`config.mk`:
```
export PLATFORM = sky130hd
export DESIGN_NAME = serial_frame_sender_flat
export DESIGN_NICKNAME = d
export VERILOG_FILES = /design/src/rtl/serial_frame_sender_if.sv /design/src/rtl/serial_frame_sender.sv /design/src/flat_wrapper.sv
export SDC_FILE = /design/constraint.sdc
export NUM_CORES = 1
export LEC_CHECK = 0
export ABC_AREA = 1
export CAP_MARGIN = 20
export CORE_ASPECT_RATIO = 1.25
export CORE_MARGIN = 1
export CORE_UTILIZATION = 51
export CTS_CLUSTER_DIAMETER = 80
export DETAILED_ROUTE_END_ITERATION = 10
export PLACE_DENSITY_LB_ADDON = 0.3
export SLEW_MARGIN = 20
export SYNTH_ARGS = -nofsm -noshare
export SYNTH_HDL_FRONTEND = slang
export SYNTH_SLANG_ARGS = --single-unit
export TNS_END_PERCENT = 30
```
`constraint.sdc`:
```
create_clock -name clk -period 1.55 [get_ports clk]
set_input_delay 0.155 -clock clk [delete_from_list [all_inputs] [get_ports clk]]
set_output_delay 0.155 -clock clk [all_outputs]
set_load 0.01 [all_outputs]
```
`src/rtl/serial_frame_sender_if.sv`:
```
// Handshake/bus bundle for serial_frame_sender: frame request inputs and serial/status outputs.
interface serial_frame_sender_if #(
    parameter int unsigned LEN_W  = 4,
    parameter int unsigned DATA_W = 15
);
    logic              clk_en;
    logic              start;
    logic [DATA_W-1:0] data_in;
    logic [LEN_W-1:0]  len_in;
    logic              ser_out;
    logic              busy;
    logic              done;
    logic [LEN_W-1:0]  bit_cnt;

    modport master (
        output clk_en, start, data_in, len_in,
        input  ser_out, busy, done, bit_cnt
    );

    modport slave (
        input  clk_en, start, data_in, len_in,
        output ser_out, busy, done, bit_cnt
    );
endinterface

```
`src/rtl/serial_frame_sender.sv`:
```
// Serial frame sender: start pattern, length field, LSB-first payload, stepped by clk_en.
// Optional trailing even-parity bit when SERIAL_FRAME_PARITY_EN is defined.
module serial_frame_sender #(
    parameter logic [3:0]  PATTERN = 4'b1101,
    parameter int unsigned LEN_W   = 4,
    parameter int unsigned DATA_W  = 15
) (
    input  logic                   clk,
    input  logic                   rst,
    serial_frame_sender_if.slave   bus
);

    localparam int unsigned IDX_W = (LEN_W > 4) ? $clog2(LEN_W) : 2;
    localparam logic [IDX_W-1:0] HDR_LAST = IDX_W'(3);
    localparam logic [IDX_W-1:0] LEN_LAST = IDX_W'(LEN_W - 1);

    typedef enum logic [2:0] {
        IDLE = 3'd0,
        HDR  = 3'd1,
        LEN  = 3'd2,
        DATA = 3'd3,
`ifdef SERIAL_FRAME_PARITY_EN
        PAR  = 3'd4,
`endif
        FIN  = 3'd5
    } state_t;

    state_t            state_q, state_n;
    logic [IDX_W-1:0]  idx_q, idx_n;
    logic [DATA_W-1:0] shift_q, shift_n;
    logic [LEN_W-1:0]  len_q, len_n;
    logic [LEN_W-1:0]  cnt_q, cnt_n;
    logic              ser_q, ser_n;
    logic              busy_q, busy_n;
    logic              done_q, done_n;
`ifdef SERIAL_FRAME_PARITY_EN
    logic              par_q, par_n;
`endif

    // State and registered outputs
    always_ff @(posedge clk or posedge rst) begin
        if (rst) begin
            state_q <= IDLE;
            idx_q   <= '0;
            shift_q <= '0;
            len_q   <= '0;
            cnt_q   <= '0;
            ser_q   <= 1'b0;
            busy_q  <= 1'b0;
            done_q  <= 1'b0;
`ifdef SERIAL_FRAME_PARITY_EN
            par_q   <= 1'b0;
`endif
        end else begin
            state_q <= state_n;
            idx_q   <= idx_n;
            shift_q <= shift_n;
            len_q   <= len_n;
            cnt_q   <= cnt_n;
            ser_q   <= ser_n;
            busy_q  <= busy_n;
            done_q  <= done_n;
`ifdef SERIAL_FRAME_PARITY_EN
            par_q   <= par_n;
`endif
        end
    end

    // Next-state logic; outputs are decoded from next-state values so they register glitch-free
    always_comb begin
        state_n = state_q;
        idx_n   = idx_q;
        shift_n = shift_q;
        len_n   = len_q;
        cnt_n   = cnt_q;
        ser_n   = 1'b0;
        busy_n  = 1'b0;
        done_n  = 1'b0;
`ifdef SERIAL_FRAME_PARITY_EN
        par_n   = par_q;
`endif

        case (state_q)
            IDLE: begin
                if (bus.start) begin
                    state_n = HDR;
                    idx_n   = '0;
                    shift_n = bus.data_in;
                    len_n   = bus.len_in;
                    cnt_n   = '0;
`ifdef SERIAL_FRAME_PARITY_EN
                    par_n   = 1'b0;
`endif
                end
            end
            HDR: begin
                if (bus.clk_en) begin
                    if (idx_q == HDR_LAST) begin
                        state_n = LEN;
                        idx_n   = '0;
                    end else begin
                        idx_n = idx_q + IDX_W'(1);
                    end
                end
            end
            LEN: begin
                if (bus.clk_en) begin
                    if (idx_q == LEN_LAST) begin
                        idx_n = '0;
                        if (len_q != '0) begin
                            state_n = DATA;
                        end else begin
`ifdef SERIAL_FRAME_PARITY_EN
                            state_n = PAR;
`else
                            state_n = FIN;
`endif
                        end
                    end else begin
                        idx_n = idx_q + IDX_W'(1);
                    end
                end
            end
            DATA: begin
                if (bus.clk_en) begin
                    shift_n = shift_q >> 1;
                    cnt_n   = cnt_q + LEN_W'(1);
`ifdef SERIAL_FRAME_PARITY_EN
                    par_n   = par_q ^ shift_q[0];
`endif
                    if (cnt_n == len_q) begin
`ifdef SERIAL_FRAME_PARITY_EN
                        state_n = PAR;
`else
                        state_n = FIN;
`endif
                    end
                end
            end
`ifdef SERIAL_FRAME_PARITY_EN
            PAR: begin
                if (bus.clk_en) begin
                    state_n = FIN;
                end
            end
`endif
            FIN: begin
                state_n = IDLE;
            end
            default: begin
                state_n = IDLE;
            end
        endcase

        case (state_n)
            HDR:  ser_n = PATTERN[2'(HDR_LAST - idx_n)];
            LEN:  ser_n = len_n[LEN_LAST - idx_n];
            DATA: ser_n = shift_n[0];
`ifdef SERIAL_FRAME_PARITY_EN
            PAR:  ser_n = par_n;
`endif
            default: ser_n = 1'b0;
        endcase

        busy_n = (state_n != IDLE) && (state_n != FIN);
        done_n = (state_n == FIN);
    end

    assign bus.ser_out = ser_q;
    assign bus.busy    = busy_q;
    assign bus.done    = done_q;
    assign bus.bit_cnt = cnt_q;

endmodule

```
`src/flat_wrapper.sv`:
```
// flat-port wrapper written by rule: the top's interface ports become plain ports
module serial_frame_sender_flat 
#(
    parameter logic [3:0]  PATTERN = 4'b1101,
    parameter int unsigned LEN_W   = 4,
    parameter int unsigned DATA_W  = 15
)
  (clk, rst, bus_clk_en, bus_start, bus_data_in, bus_len_in, bus_ser_out, bus_busy, bus_done, bus_bit_cnt);
  serial_frame_sender_if #(.LEN_W(LEN_W), .DATA_W(DATA_W)) bus_i ();
  input  logic clk;
  input  logic rst;
  input wire logic [$bits(bus_i.clk_en)-1:0] bus_clk_en;
  input wire logic [$bits(bus_i.start)-1:0] bus_start;
  input wire logic [$bits(bus_i.data_in)-1:0] bus_data_in;
  input wire logic [$bits(bus_i.len_in)-1:0] bus_len_in;
  output wire logic [$bits(bus_i.ser_out)-1:0] bus_ser_out;
  output wire logic [$bits(bus_i.busy)-1:0] bus_busy;
  output wire logic [$bits(bus_i.done)-1:0] bus_done;
  output wire logic [$bits(bus_i.bit_cnt)-1:0] bus_bit_cnt;
  assign bus_i.clk_en = bus_clk_en;
  assign bus_i.start = bus_start;
  assign bus_i.data_in = bus_data_in;
  assign bus_i.len_in = bus_len_in;
  assign bus_ser_out = bus_i.ser_out;
  assign bus_busy = bus_i.busy;
  assign bus_done = bus_i.done;
  assign bus_bit_cnt = bus_i.bit_cnt;
  serial_frame_sender #(.PATTERN(PATTERN), .LEN_W(LEN_W), .DATA_W(DATA_W)) u_core (.clk(clk), .rst(rst), .bus(bus_i));
endmodule
```
* Yosys cells after proc, flatten, opt, wreduce, memory -nomap -nowiden *
Index checks and enable logic that the tools add are counted.

word-level totals
  input port bits = 23
  word-level logic and storage cells = 58
  output and inout bits = 7
  register bits = 31

operators by class
  add/subtract/negate cells = 3
  reductions and logical operators = 7
  muxes and demuxes = 26
  $lt $le $gt $ge = 1
  eq/ne operators = 12

operators with widths
  kind                                                 count
  2-to-1 mux 15 bit                                    2
  case mux 15 bit (2 select lines)                     1
  2-to-1 mux 3 bit                                     8
  2-to-1 mux 4 bit                                     4
  == test 3 x 2 -> 1 bit (second input constant)       4
  case mux 3 bit (4 select lines)                      1
  case mux 4 bit (2 select lines)                      1
  == test 3 x 1 -> 1 bit (second input constant)       2
  2-to-1 mux 2 bit                                     3
  adder 4 x 1 -> 4 bit (second input constant)         1
  binary-select mux 1 bit (select 2 bit)               2
  == test 4 bit                                        1
  != test 2 bit (second input constant)                2
  case mux 2 bit (2 select lines)                      1
  nonzero test 4 bit                                   1
  == test 3 bit (second input constant)                1
  zero test 3 bit                                      1
  < comparator 2 x 3 -> 1 bit (second input constant)  1
  != test 3 bit (second input constant)                1
  case mux 1 bit (3 select lines)                      1
  AND reduction 3 bit                                  1
  nonzero test 3 bit                                   1
  adder 2 x 1 -> 2 bit (second input constant)         1
  == test 2 bit (second input constant)                1
  other kinds (5)                                      6

* Logic depth before layout (Yosys ltp) *
Gate-level depths: netlist of the first run.

  word-level depth = 8
  depth in mapped cells = 12
  mapped depth without buffers = 12

* Worst setup path before layout of the first run *
No wires, ideal clock.

  path type = register to register
  from = register u_core.cnt_q[0] (netlist: u_core.bus.bit_cnt[0])
  to = register u_core.ser_q (netlist: u_core.bus.ser_out)
  setup time = 0.116 ns
  cell stages (with the launch flop) = 11
  arrival = 1.327 ns
  slack = 0.107 ns
  data required time = 1.434 ns
  period minus slack after synthesis = 1.443 ns
  cell sequence = dfrtp_1 ha_1 inv_1 nand2_1 nand4_1 nor2_1 nand2_1 nand2_1 a21oi_1 nand2_1 nand2_1

on the way
  word-level cells in the longest chain between the ends = 7
  elaborated cells between the ends (all ways) = 9

RTL lines
  item                                                                     line                        text
  from (decl)                                                              serial_frame_sender.sv:32   logic [LEN_W-1:0] cnt_q, cnt_n;
  from (signal assigned)                                                   serial_frame_sender.sv:59   cnt_q <= cnt_n;
  adder 4 x 1 -> 4 bit *                                                   serial_frame_sender.sv:127  cnt_n = cnt_q + LEN_W'(1);
  == test 4 bit *                                                          serial_frame_sender.sv:131  if (cnt_n == len_q) begin
  2-to-1 mux 3 bit *                                                       serial_frame_sender.sv:131
  2-to-1 mux 3 bit *                                                       serial_frame_sender.sv:125  if (bus.clk_en) begin
  case mux 3 bit (4 select lines) *                                        serial_frame_sender.sv:83   case (state_q)
  == test 3 x 2 -> 1 bit / == test 3 x 1 -> 1 bit (equally long branches)  serial_frame_sender.sv:155  case (state_n)
  case mux 1 bit (3 select lines) *                                        serial_frame_sender.sv:155
  via u_core.ser_n                                                         serial_frame_sender.sv:33   logic ser_q, ser_n;
  to (signal assigned)                                                     serial_frame_sender.sv:60   ser_q <= ser_n;
  to (decl)                                                                serial_frame_sender.sv:33

The timed path passes the listed nets; every way through them passes the cells marked *.
A chain may end at the register's enable or synchronous reset.

* Final worst setup path of the first run *
  from = register u_core.state_q[2]
  to = register u_core.ser_q (netlist: u_core.bus.ser_out)

on the way
  word-level cells in the longest chain between the ends = 7
  elaborated cells between the ends (all ways) = 25

RTL lines
  item                                                                     line                                                    text
  from (decl)                                                              serial_frame_sender.sv:28                               state_t state_q, state_n;
  from (signal assigned)                                                   serial_frame_sender.sv:55                               state_q <= state_n;
  == test 3 x 1 -> 1 bit / == test 3 x 2 -> 1 bit (equally long branches)  serial_frame_sender.sv:83
  OR reduction 2 bit (no line)                                             n/a
  case mux 2 bit (2 select lines) *                                        serial_frame_sender.sv:83
  via u_core.idx_n[1]                                                      serial_frame_sender.sv:29                               logic [IDX_W-1:0] idx_q, idx_n;
  subtractor 2 bit *                                                       serial_frame_sender.sv:156, serial_frame_sender.sv:157
  binary-select mux 1 bit (select 2 bit), on equally long branches         serial_frame_sender.sv:157, serial_frame_sender.sv:156
  2-to-1 mux 1 bit, on equally long branches                               serial_frame_sender.sv:157, serial_frame_sender.sv:156
  case mux 1 bit (3 select lines) *                                        serial_frame_sender.sv:155
  via u_core.ser_n                                                         serial_frame_sender.sv:33

The timed path passes the listed nets; every way through them passes the cells marked *. The select of a mux whose other input is x is not followed.

==> results.py, run 1 <==
metrics = {
    "outcome": {
        "status": "finished, final reports clean",
    },
    "routing": {
        "routedWlPerCell_um": 12.7,
        "route.detailed.drc": 0,
        "avgViaCountPerCell": 5.19,
        "vias": 1553,
        "drtIter0Drc": 30,
        "antenna_left": 0,
        "first_pass_iters": 4,
        "routed_wl_um": 3800,
    },
    "placed_design": {
        "post-place-ws_ns": -0.0889,
        "port_buffers": 29,
        "dp.cells": 282,
        "placed_cell_area_sq_um": 2040,
        "dp_hpwl_um": 2670,
        "gp_congestion": 0.841,
    },
    "yosys": {
        "netlist-cell-type-count": 24,
        "synthesis.nets": 231,
        "syn_inst": 206,
        "yosysSeqAreaShare_pct": 47.7,
        "synth_seq_cells": 31,
        "synth_area_leaders": "dfrtp_1 48%, nand2_1 17%, inv_1 6.5%",
        "synthesis.area_sq_um": 1630,
        "syn_area_per_cell_sq_um": 7.89,
        "synth_warnings": 0,
        "synth_top_area_cell": "dfrtp_1",
        "synth_top_area_share_pct": 47.7,
    },
    "die": {
        "initial_core_util_pct": 54.7,
        "die_h_um": 65.1,
        "die_w_um": 52.5,
        "num_io_pins": 30,
        "core-area_sq_um": 2970,
        "row_count": 22,
        "die_area_sq_um": 3420,
    },
    "critical_path": {
        "crit_slowest_cell": "dfrtp_1",
        "cp.arrival_ns": 1.74,
        "required_ns": 1.77,
        "worst-path-max-fanout": 7,
        "end_kind": "register",
        "crit_chain": "nor2_4 -> nand3_1 -> nand2_2 -> nand2_2 -> nand2_2 -> nand2_1 -> nand3_1 -> nand3_1 -> nand2_1 -> nand2_1",
        "critPathLaunchType": "register",
        "cpPeakStageDelay_ns": 0.43,
        "crit_type": "reg2reg",
    },
    "timing": {
        "finalCritPeriodShare_pct": 97.7,
        "setup-violations-final": 0,
        "rsz0062_at_grt": "true",
        "setup_slack_ns": 0.0352,
        "worst_slew_pin_slew_ns": 0.384,
        "clock.fmax_ghz": 0.660,
        "relSlewSlack_pct": 74.4,
        "slew_viol_final": 0,
        "period_needed_ns": 1.51,
        "timing.hold.ws_ns": 0.216,
        "skew_ns": 0.00567,
        "finalHoldViolCount": 0,
    },
    "clock_network": {
        "cts_made_buffers": 5,
        "clockRootBuffer": "clkbuf_4",
        "clock_latency_ns": 0.33,
        "hold_buffers": 0,
        "clk_pin_slew_ns": 0.09,
        "cts_num_sinks": 31,
        "h-tree-depth": 2,
        "clk_path_buf_depth": 2,
        "cts_tree": "built",
    },
    "layout": {
        "drive_gt1_share_pct": 20.9,
        "multi_input_area_sq_um": 747,
        "ff_latch_area_sq_um": 777,
        "nets": 287,
        "fillers": 246,
        "final_area_sq_um": 2220,
        "insertedDiodeCount": 0,
        "area_growth_pct": 36.9,
        "final_cell_count_no_fill": 299,
    },
    "global_routing": {
        "antenna_found_initial": 0,
        "grt.total_usage_pct": 23.4,
        "grt_remaining_overflow": 0,
        "grt_max_degree": 32,
        "grt_pass1_wl_um": 5870,
        "grt_pass1_vias": 1403,
    },
    "power_and_ir_drop": {
        "vdd_ir_drop_max_mv": 1.28,
        "power_density_nw_per_um2": 1880,
        "leakagePower_nw": 1.15,
        "total_power_w": 0.00419,
    },
    "min_path": {
        "hp-class": "in2async",
    },
    "run": {
        "max-cap-violations": 0,
    },
}
critical path, delay by kind of cell, from the launching register on:
| family | cells | cell delay, ns |
|---|---|---|
| flops | 1 | 0.43 |
| simple gates | 10 | 0.97 |
registers in the layout, summed over array words and instances (netlist names):
| signal | flops |
|---|---|
| u_core.state_q | 3 |
| u_core.bus.done | 1 |
| u_core.shift_q | 15 |
| u_core.bus.bit_cnt | 4 |
| u_core.idx_q | 2 |
| u_core.len_q | 4 |
| u_core.bus.busy | 1 |
| u_core.bus.ser_out | 1 |
where the power goes:
group / total [W] / leakage (nW) / switching, W / internal, W
sequential: 0.00141 / 0.383 / 0.000248 / 0.00116
combinational: 0.00224 / 0.728 / 0.00128 / 0.000961
clock: 0.000532 / 0.0386 / 0.000265 / 0.000267
total: 0.00419 / 1.15 / 0.00180 / 0.00239
cell usage after synthesis:
library cell / instances
a22oi_1: 12
dfrtp_1: 31
o21ai_0: 3
nor2_1: 6
inv_2: 3
nand3_2: 2
nand2_2: 3
a21oi_1: 5
clkinv_2: 1
ha_1: 2
a22o_1: 1
nand2_1: 73
nor3_1: 1
nand3_4: 1
nand3_1: 15
o22ai_1: 4
buf_2: 2
o211ai_1: 1
nor2_4: 2
buf_6: 1
inv_1: 28
o21ai_2: 1
o21ai_1: 3
nand4_1: 5
cell families (layout without fill, tap and decap cells):
kind of cell               after synthesis  after routing  synth area share, %
adders and majority gates                2              2                 1.54
AOI/OAI and AO/OA                       30             30                 12.0
and+or+nand+nor                        108            109                 29.9
buffers and inverters                   35             91                 8.78
DFF                                     31             31                 47.7
timing repair:
| item | in CTS | in global routing |
|---|---|---|
| gates resized for setup | 0 | 16 |
| setup buffers | 0 | 8 |
| setup endpoints to repair | 0 | 4 |
metal layers:
metal,track usage [%],vias to the layer above,routed length [um]
met4,10.9,0,104
met3,3.94,14,154
met5,0,-,0
met1,28.0,711,1510
met2,39.9,46,2030
li1,-,782,-
through the flow:
stage	utilization, %	setup TNS (ns)
final	74.8	0
after global routing	74.8	-0.169
after CTS	71.1	0
after detailed placement	68.8	-0.578
after global placement	68.8	-0.162
after floorplan	-	0
cell type report:
| type | count | share of cell area, % |
|---|---|---|
| inverter | 32 | 5.62 |
| multi-input combinational | 141 | 33.6 |
| timing repair buffer | 51 | 20.8 |
| tap | 36 | 2.02 |
| sequential | 31 | 34.9 |
| clock buffer | 8 | 3.09 |
cells in the final DEF (no fill, tap or decap), types with 2 or more instances in the layout:
cell	netlist	routed
nand3_1	15	15
buf_4	0	21
nand4_1	5	5
o21ai_2	1	2
inv_4	0	2
ha_1	2	2
nand2_2	3	9
o22ai_1	4	4
o21ai_1	3	2
o21ai_0	3	3
a21oi_2	0	3
nand2_1	73	67
clkdlybuf4s50_1	0	28
inv_1	28	27
nor2_1	6	6
clkbuf_4	0	5
dfrtp_1	31	30
inv_2	3	3
a21oi_1	5	2
a22oi_1	12	12
nand3_2	2	3
nor2_4	2	2
clkbuf_8	0	2
final timing paths:
path,startpoint,to,depth (start not counted),slack (ns)
worst min-delay path,rst,u_core.shift_q[7],3,0.22
min in group clk,bus_data_in[14],u_core.shift_q[14],3,0.36
worst min register to register,u_core.shift_q[2],u_core.shift_q[2],2,0.49
worst max register to register,u_core.state_q[2],u_core.bus.ser_out,10,0.04
max in group asynchronous,rst,u_core.state_q[0],3,1.03
worst max-delay path,u_core.state_q[2],u_core.bus.ser_out,10,0.04
Note: power is estimated with default switching activity, not from simulation.
==> run 2: changes to the inputs <==
Settings changed: CORE_UTILIZATION 51 to 62, DONT_BUFFER_PORTS from default to 1.
==> run 2 against run 1 <==
Effect of this change:
- wire length increased by 7.2%
- clock-buffer cell count decreased by 2
- sequential power increased by 4%
- non-clock buffer count decreased by 20
- maximum frequency decreased by 2.1%
- combinational power decreased by 9.8%
- flip-flop and latch count unchanged
- cell area decreased by 7.6%
- core utilization increased by 8.9 points
- sequential share of layout area increased by 3.0 points
- critical endpoint unchanged
- largest cell class unchanged
==> results.py, run 2 (synthesis gave the netlist of run 1 again) <==
metrics = {
    "layout": {
        "largest_reg_flops": 15,
        "layout_commonest_cell": "nand2_1",
        "nets": 267,
        "insertedDiodeCount": 0,
        "regMostFlops": "u_core.shift_q",
        "final_cell_mix": "67 x nand2_1, 29 x dfrtp_1, 28 x inv_1, 16 x dlygate4sd3_1, 15 x buf_4",
        "area_growth_pct": 26.4,
        "final_area_sq_um": 2050,
        "drive_gt1_share_pct": 20.6,
    },
    "global_routing": {
        "antenna_found_initial": 0,
        "grt_max_degree": 32,
        "grt_pass1_wl_um": 6140,
        "grtUsageMet3_pct": 9.15,
        "globalRouteMet1Util_pct": 35.5,
        "grt.total_usage_pct": 31.1,
        "grtUsageMet2_pct": 52.1,
        "grt_remaining_overflow": 0,
        "busiest_layer": "met2",
        "grt_pass1_vias": 1462,
    },
    "power_and_ir_drop": {
        "power_density_nw_per_um2": 2010,
        "vdd_ir_drop_max_mv": 1.17,
        "leakagePower_nw": 1.07,
        "total_power_w": 0.00414,
    },
    "routing": {
        "route.detailed.drc": 0,
        "antenna_left": 0,
        "first_pass_iters": 4,
        "routedWlPerCell_um": 14.7,
        "drtIter0Drc": 77,
        "routed_wl_um": 4070,
        "avgViaCountPerCell": 5.68,
        "vias": 1568,
    },
    "clock_network": {
        "clk_pin_slew_ns": 0.10,
        "h-tree-depth": 2,
        "cts_tree": "built",
        "cts_made_buffers": 5,
        "clock_latency_ns": 0.33,
        "cts_num_sinks": 31,
        "clockRootBuffer": "clkbuf_4",
        "clk_path_buf_depth": 2,
    },
    "critical_path": {
        "cp.arrival_ns": 1.82,
        "required_ns": 1.82,
        "critPathLaunchType": "register",
        "crit_type": "reg2reg",
        "end_kind": "register",
        "worst-path-max-fanout": 4,
    },
    "timing": {
        "clock.fmax_ghz": 0.646,
        "rsz0062_at_grt": "true",
        "slew_viol_final": 0,
        "setup_slack_ns": 0.00213,
        "period_needed_ns": 1.55,
        "setup-violations-final": 0,
        "relSlewSlack_pct": 74.0,
        "finalCritPeriodShare_pct": 99.9,
        "skew_ns": 0.00597,
        "finalHoldViolCount": 0,
        "worst_slew_pin_slew_ns": 0.390,
    },
    "run": {
        "max-cap-violations": 0,
    },
    "die": {
        "die_area_sq_um": 2830,
        "die_w_um": 47.8,
        "row_count": 20,
        "num_io_pins": 30,
        "initial_core_util_pct": 66.3,
        "die_h_um": 59.2,
        "core-area_sq_um": 2450,
    },
    "placed_design": {
        "dp_hpwl_um": 2460,
        "post-place-ws_ns": -0.0395,
        "placed_cell_area_sq_um": 1680,
        "port_buffers": 0,
        "gp_congestion": 0.886,
    },
    "min_path": {
        "hp-class": "in2reg",
    },
    "outcome": {
        "status": "finished, final reports clean",
    },
}
[run 2: cell types whose count changed in the layout (fill, tap and decap cells not counted), moves of 2 or more]
cell	change
a21oi_1	+2
clkinv_2	+2
dlygate4sd3_1	+16
clkdlybuf4s50_1	-28
buf_4	-6
a21oi_2	-2
[run 2: worst paths after layout]
check,start,cells after the start,to,slack (ns)
max,u_core.idx_q[0],9,u_core.bus.ser_out,0.002
min,bus_start,3,u_core.len_q[0],0.06
max reg2reg,u_core.idx_q[0],9,u_core.bus.ser_out,0.002
min reg2reg,u_core.shift_q[14],2,u_core.shift_q[14],0.50
max in group asynchronous,rst,3,u_core.state_q[1],0.90
min in group asynchronous,rst,3,u_core.shift_q[6],0.33
[run 2: area by class of cell]
class | count | area [sq um]
multi-input combinational | 141 | 752
clock buffer | 6 | 51.3
sequential | 31 | 778
inverter | 32 | 124
clock inverter | 2 | 35.0
tap | 33 | 41.3
fill | 144 | 398
timing repair buffer | 31 | 273
[run 2: through the flow]
| stage | instances | util (%) | hold WS (ns) | setup TNS [ns] |
|---|---|---|---|---|
| 5_1_grt | 276 | 83.8 | 0.0404 | -0.108 |
| 3_5_place_dp | 241 | 68.6 | 0.156 | -0.0395 |
| 3_3_place_gp | 241 | 68.6 | 0.145 | 0 |
| 4_1_cts | 268 | 80.1 | 0.0468 | 0 |
| 6_report | 276 | 83.8 | 0.0566 | 0 |
| 2_1_floorplan | 206 | - | 0.259 | 0 |
[run 2: repair_timing]
action / CTS / global route
setup endpoints to repair: 2 / 4
endpoints found under the hold margin: 46 / 0
pin swaps: 3 / 6
buffers inserted: 3 / 7
gates resized for setup: 3 / 11
gates cloned: 0 / 1
hold buffers: 16 / 0
[run 2: critical path, cell delays in order, from the launching register on]
cell and delay, ns:
dfrtp_1 0.41, ha_2 0.21, nand2_2 0.09, inv_1 0.08, nand2_1 0.09, a21oi_1 0.27
nor2_1 0.09, a21oi_1 0.13, nand2_1 0.06, nand2_1 0.05
[run 2: where the power goes]
group | leakage (nW) | switching [W] | internal, W
clock | 0.0482 | 0.000283 | 0.000381
combinational | 0.637 | 0.00123 | 0.000788
sequential | 0.382 | 0.000293 | 0.00116
total | 1.07 | 0.00181 | 0.00233
[run 2: routing by layer]
layer	vias up	routed length [um]
li1	744	-
met1	751	1610
met2	63	2140
met3	10	227
met4	0	86
met5	-	0
==> run 3: changes to the inputs <==
Settings changed: ABC_CLOCK_PERIOD_IN_PS from default to 1550, CTS_CLUSTER_SIZE from default to 40, RECOVER_POWER from default to 100.
==> run 3 against run 2 <==
Effect of this change:
- critical endpoint unchanged
- first-iteration DRC count down 1.3%
- critical path depth stayed put
- combinational power about the same
==> results.py, run 3 (synthesis gave the netlist of run 1 again) <==
metrics = {
    "timing": {
        "period_needed_ns": 1.55,
        "finalCritPeriodShare_pct": 99.9,
        "setup-violations-final": 0,
        "clock.fmax_ghz": 0.646,
        "slew_viol_final": 0,
        "skew_ns": 0.00622,
        "rsz0062_at_grt": "true",
        "relSlewSlack_pct": 49.3,
        "worst_slew_pin_slew_ns": 0.761,
        "setup_slack_ns": 0.00174,
        "finalHoldViolCount": 0,
        "timing.hold.ws_ns": 0.0567,
    },
    "power_and_ir_drop": {
        "leakagePower_nw": 1.07,
        "vdd_ir_drop_max_mv": 1.18,
        "p_seq_share_pct": 35.2,
        "power_density_nw_per_um2": 2020,
        "p_clk_share_pct": 16.1,
        "internal_power_w": 0.00233,
        "p_switching_w": 0.00180,
        "swShare_pct": 43.6,
        "comb_power_share_pct": 48.7,
    },
    "clock_network": {
        "clockRootBuffer": "clkbuf_4",
        "clk_pin_slew_ns": 0.10,
        "h-tree-depth": 2,
        "cts_tree": "built",
        "clk_path_buf_depth": 2,
        "clock_latency_ns": 0.33,
        "cts_made_buffers": 5,
        "cts_num_sinks": 31,
    },
    "routing": {
        "routed_wl_um": 4050,
        "first_pass_iters": 4,
        "vias": 1572,
        "routedWlPerCell_um": 14.7,
        "route.detailed.drc": 0,
        "antenna_left": 0,
        "drtIter0Drc": 76,
        "avgViaCountPerCell": 5.70,
    },
    "layout": {
        "final_cell_mix": "67 x nand2_1, 29 x dfrtp_1, 28 x inv_1, 16 x dlygate4sd3_1",
        "final_cell_count_no_fill": 276,
        "area_growth_pct": 26.3,
        "insertedDiodeCount": 0,
        "fillers": 145,
        "regMostFlops": "u_core.shift_q",
        "nets": 267,
        "final_area_sq_um": 2050,
        "final_util_pct": 83.7,
        "largest_reg_flops": 15,
        "layout_commonest_cell": "nand2_1",
        "drive_gt1_share_pct": 20.6,
    },
    "placed_design": {
        "port_buffers": 0,
        "gp_congestion": 0.886,
        "dp_hpwl_um": 2460,
        "post-place-ws_ns": -0.0395,
        "dp.cells": 241,
        "placed_cell_area_sq_um": 1680,
    },
    "die": {
        "row_count": 20,
        "num_io_pins": 30,
        "die_h_um": 59.2,
        "core-area_sq_um": 2450,
        "die_area_sq_um": 2830,
        "initial_core_util_pct": 66.3,
        "die_w_um": 47.8,
    },
    "critical_path": {
        "r2r_end": "u_core.bus.ser_out",
        "required_ns": 1.82,
        "regToRegSetupSlack_ns": 0.002,
        "reg2regPathDepth": 9,
        "r2r-start": "u_core.idx_q[0]",
        "cp.arrival_ns": 1.82,
        "critPathLaunchType": "register",
        "end_kind": "register",
        "crit_type": "reg2reg",
        "worst-path-max-fanout": 4,
    },
    "global_routing": {
        "grt_pass1_vias": 1462,
        "antenna_found_initial": 0,
        "grt_pass1_wl_um": 6140,
        "grt_max_degree": 32,
        "grtUsageMet2_pct": 52.1,
        "grt.total_usage_pct": 31.1,
        "busiest_layer": "met2",
        "grtUsageMet3_pct": 9.15,
        "globalRouteMet1Util_pct": 35.5,
        "grt_remaining_overflow": 0,
    },
    "min_path": {
        "min_path_cells": 3,
        "hp-class": "in2reg",
        "min_to": "u_core.len_q[0]",
        "hold_start": "bus_start",
    },
    "run": {
        "max-cap-violations": 0,
    },
    "outcome": {
        "status": "finished, final reports clean",
    },
}
-- run 3: changes by cell type in the layout (fill, tap and decap cells not counted), sizes merged --
cell / delta
clkbuf: +1
buf: -1
-- run 3: what timing repair did --
| action | in CTS | in global routing |
|---|---|---|
| gates cloned | 0 | 1 |
| buffers inserted | 3 | 7 |
| resized for setup | 3 | 11 |
| endpoints found under the setup margin | 2 | 4 |
| hold buffers | 16 | 0 |
| pin swaps | 3 | 6 |
| hold endpoints to repair | 46 | 0 |
-- run 3: final cells by class --
class	instances	area, sq um	share of cell area (%)
timing repair buffer	31	270	13.2
multi-input combinational	141	752	36.6
inverter	32	124	6.04
clock inverter	2	35.0	1.71
sequential	31	778	37.9
tap	33	41.3	2.01
clock buffer	6	51.3	2.50
-- run 3: worst max-delay path by stage --
stage               slack (ns)             startpoint                  to  cells past startpoint
detailed placement       -0.04        u_core.idx_q[1]  u_core.bus.ser_out                      8
global placement         0.009        u_core.idx_q[0]  u_core.bus.ser_out                      8
finish                   0.002        u_core.idx_q[0]  u_core.bus.ser_out                      9
CTS                       0.03      u_core.state_q[0]  u_core.bus.ser_out                     10
global route             -0.06        u_core.idx_q[1]  u_core.bus.ser_out                     10
floorplan                 0.11  u_core.bus.bit_cnt[0]  u_core.bus.ser_out                     10
-- run 3: worst max-delay path: stages (launching register included) --
cell and delay (ns):
dfrtp_1 0.41, ha_2 0.21, nand2_2 0.09, inv_1 0.08, nand2_1 0.09, a21oi_1 0.27
nor2_1 0.09, a21oi_1 0.13, nand2_1 0.06, nand2_1 0.05
-- run 3: stage by stage --
stage | TNS (ns) | total power, W
global placement | 0 | 0.00300
finish | 0 | 0.00414
global route | -0.108 | 0.00441
detailed placement | -0.0395 | 0.00309
floorplan | 0 | 0.00271
CTS | 0 | 0.00387
-- run 3: metal layers --
layer / vias up / part of all wire (%) / routed length (um)
li1: 744 / - / -
met1: 756 / 40 / 1610
met2: 59 / 53 / 2130
met3: 13 / 5.3 / 215
met4: 0 / 2.4 / 99
met5: - / 0 / 0
-- run 3: power by group through the flow --
stage | registers (W) | logic, W | clock network, W
floorplan | 0.00141 | 0.00130 | 0
detailed placement | 0.00145 | 0.00164 | 0
global placement | 0.00142 | 0.00158 | 0
global route | 0.00149 | 0.00221 | 0.000714
finish | 0.00146 | 0.00202 | 0.000664
CTS | 0.00143 | 0.00177 | 0.000671
